$ cat config.mk
export PLATFORM = sky130hd
export DESIGN_NAME = posit_abs_diff
export DESIGN_NICKNAME = d
export VERILOG_FILES = /design/src/rtl/posit_abs_diff.sv
export SDC_FILE = /design/constraint.sdc
export NUM_CORES = 1
export LEC_CHECK = 0
export CORE_UTILIZATION = 40
export DETAILED_ROUTE_END_ITERATION = 8
export MAX_ROUTING_LAYER = met4
export PLACE_DENSITY = 0.79
export SYNTH_ARGS = -nofsm -noshare
export SYNTH_HDL_FRONTEND = slang
export SYNTH_SLANG_ARGS = --single-unit
$ cat constraint.sdc
create_clock -name vclk -period 4.7
set_input_delay 0.94 -clock vclk [all_inputs]
set_output_delay 0.94 -clock vclk [all_outputs]
set_load 0.03 [all_outputs]
$ cat src/rtl/posit_abs_diff.sv
// posit_abs_diff: unsigned absolute difference of two N-bit words
module posit_abs_diff #(
  parameter int N = 36
) (
  input  logic [N-1:0] a,
  input  logic [N-1:0] b,
  output logic [N-1:0] d
);
  assign d = a > b ? a - b : b - a;
endmodule

# == After elaboration in Yosys (flattened, before gate mapping) ==
# Index checks and enable logic that the tools add are counted.
# classes
muxes,1
addsub,2
order_cmp,1
# op_table
operator,count
$sub A36 B36 Y36,2
$gt A36 B36 Y1,1
$mux W36,1
# totals
out_inout_bits,36
word_cells,4
register_bits,0
inputBits,72

# == Depth between registers and ports, before layout ==
# depth
word_depth,2
ltp_mapped,14
ltp_nobuf,12

# == Worst setup path before layout ==
# OpenSTA, ideal clock, no wires.
# synth_timing
path_kind,input to output
from,in a[13]
to,out d[34]
t_required_ns,3.760
setup_slack_ns,-0.135
cell_stages,13
arrival_time_ns,3.895
path_buffers,2
path_cell_list,inv_1 > ha_1 > buf_2 > a21oi_1 > o21ai_0 > a2111o_1 > o22ai_1 > and3_1 > or2_1 > buf_6 > mux2_4 > o41ai_2 > xor2_1
# synth_via
elab_chain_len,2
elab_cells_between_ends,4
# synth_rtl
item,line_no,text
from (decl),5,"input logic [N-1:0] a,"
$sub A36 B36 Y36 or $gt A36 B36 Y1 (tied branches),9,assign d = a > b ? a - b : b - a;
$mux W36 *,9,
to (decl),7,output logic [N-1:0] d
# Mark *: on every way between the ends. The rest lies on a longest branch, timed or not.

# == Worst setup path after layout ==
# layout_timing
from,in a[3]
to,out d[17]
# Same word-level chain as after synthesis.

==> results.json <==
{
  "p_per_area_nw_per_um2": 201,
  "nClkBuffers": 0,
  "cp.arrival_ns": 3.82,
  "die_w_um": 102,
  "layout_min_cycle_time_ns": 4.76,
  "dp_hpwl_mm": 13.6,
  "ir_worst_vdd_v": 0.000193,
  "nets": 1071,
  "grt_start_max_net_pins": 18,
  "outcome": "complete, but fails checks",
  "maxCapViolCount": 0,
  "place_ws_ns": -0.543,
  "core_um2": 9730,
  "port_buffers": 108,
  "grt_pass1_vias": 5926,
  "first_pass_iters": 8,
  "grt_antenna_before_repair": 0,
  "area_delta_synth_final_pct": 95.1,
  "drive_gt1_frac": 0.526,
  "io_pins": 108,
  "holdBufCountCts": 0,
  "grt-ovfl-total": 0,
  "regArea_um2": 0,
  "initial_utilization": 0.411,
  "synthesis.nets": 759,
  "crit_fanout": 6,
  "via_per_inst": 5.77,
  "ys_warn_count": 0,
  "max_freq_mhz": 210,
  "ant_nets": 0,
  "finalWeightedCongestion": 0.976,
  "syn_avg_cell_area_um2": 6.51,
  "ys_seq_area_frac": 0,
  "holdPathStages": 5,
  "ys_types": 59,
  "drt_wl_total_mm": 19.9,
  "worstMarginPinSlew_ns": 0.519,
  "required_ns": 3.76,
  "timing.slew.headroom": 0.645,
  "grt_usage": 0.350,
  "finalPower_uw": 1560,
  "yosysMostFrequentCell": "inv_1",
  "yosys-top-cells-area": "ha_1, a21oi_1, inv_1",
  "antennaDiodeCount": 0,
  "rsz0062_at_grt": "yes",
  "design.seq.count": 0,
  "min_path_type": "input pin to output port",
  "synth.largest_area_cell": "ha_1",
  "drtIter0Drc": 409,
  "startpoint_type": "input pin",
  "finalSetupViolCount": 2,
  "synth_common_cells": "inv_1, a21oi_1, ha_1",
  "violations": "setup timing",
  "stdcell_area_um2": 7800,
  "fp.dieArea_um2": 10400,
  "layout_worst_path_cycle_share": 1.01,
  "cellLeakagePower_uw": 0.00389,
  "end_kind": "output port",
  "endpoint": "d[17]",
  "setup_tns_ns": -0.0901,
  "vias": 6096,
  "syn-instance-count": 614,
  "slew_viol_final": 0,
  "fin_ws_ns": -0.0582,
  "synth_top_area_share": 0.222,
  "die_h_um": 102,
  "rows": 36,
  "worstSetupPathType": "input pin to output port",
  "netlist_area_um2": 4000,
  "hold_violations": 0,
  "detail_route.wl_per_cell_um": 18.8,
  "drc": 0,
  "grt_pass1_wl_mm": 28.2,
  "placed_area_um2": 6520,
  "crit_start": "a[3]"
}
## layout by cell type (no fill, tap or decap), types with 12 or more instances in the layout
cell type and instances:
buf_4 258, a21oi_1 58, inv_1 51, ha_4 38, nand2_1 37, inv_2 32
nor2_1 30, o21ai_0 29, ha_1 28, a21o_1 27, xor2_1 18, clkbuf_2 18
buf_6 17, a21oi_2 15, nor2b_1 13, xnor2_1 13, dlygate4sd2_1 13, o21ai_2 12
buf_2 12
## power breakdown
group,internal [uW],leakage [uW],switching (uW)
registers,0,0,0
clock network,0,0,0
logic,742,0.00389,823
total,742,0.00389,823
## metrics by stage
stage / utilization / cells / hold WS (ns)
finish: 0.801 / 1057 / 2.45
global route: 0.801 / 1057 / 2.48
CTS: 0.751 / 1042 / 2.58
detailed placement: 0.670 / 1010 / 2.73
global placement: 0.670 / 1010 / 2.73
floorplan: - / 614 / 2.12
## worst max-delay path, stage by stage
cell and delay, ns:
clkbuf_2 0.11, inv_2 0.05, ha_4 0.27, a211oi_4 0.39, o221ai_4 0.19, o2111a_1 0.30
o22ai_2 0.18, and3_4 0.22, buf_6 0.10, nor2_4 0.03, buf_6 0.13, or3_1 0.37
o21ai_1 0.11, xnor2_1 0.20, buf_4 0.22
## logic make-up (layout without fill, tap and decap cells)
logic type,count (synthesis),in the layout,synth area share
compound gates,225,225,0.356
simple gates,151,151,0.188
buf+inv,121,431,0.122
fa+ha+maj,73,73,0.232
xor+xnor,34,34,0.0745
mux,10,10,0.0266
## worst min-delay path by stage
stage / from / endpoint / slack, ns
floorplan: b[0] / d[0] / 2.12
global placement: b[35] / d[35] / 2.73
detailed placement: b[35] / d[35] / 2.73
CTS: b[9] / d[9] / 2.58
global route: b[23] / d[23] / 2.48
finish: b[23] / d[23] / 2.45
## final cells by class
class / instances / area (um^2)
Inverter: 85 / 324
Multi-Input combinational cell: 493 / 4540
Timing Repair Buffer: 346 / 2770
Tap cell: 133 / 166
Fill cell: 634 / 1930
## what timing repair did
item	4_1_cts	5_1_grt
pin swaps	64	48
buffers inserted	32	15
endpoints found under the setup margin	35	32
resized for setup	245	173
## layer usage
| metal | global-route usage | share of wire | up-vias |
|---|---|---|---|
| met1 | 0.436 | 0.40 | 2895 |
| met5 | - | 0 | - |
| met2 | 0.601 | 0.49 | 332 |
| met3 | 0.0335 | 0.079 | 71 |
| li1 | - | - | 2798 |
| met4 | 0.0956 | 0.028 | 0 |
No activity file was read; power rests on OpenSTA's default activity.
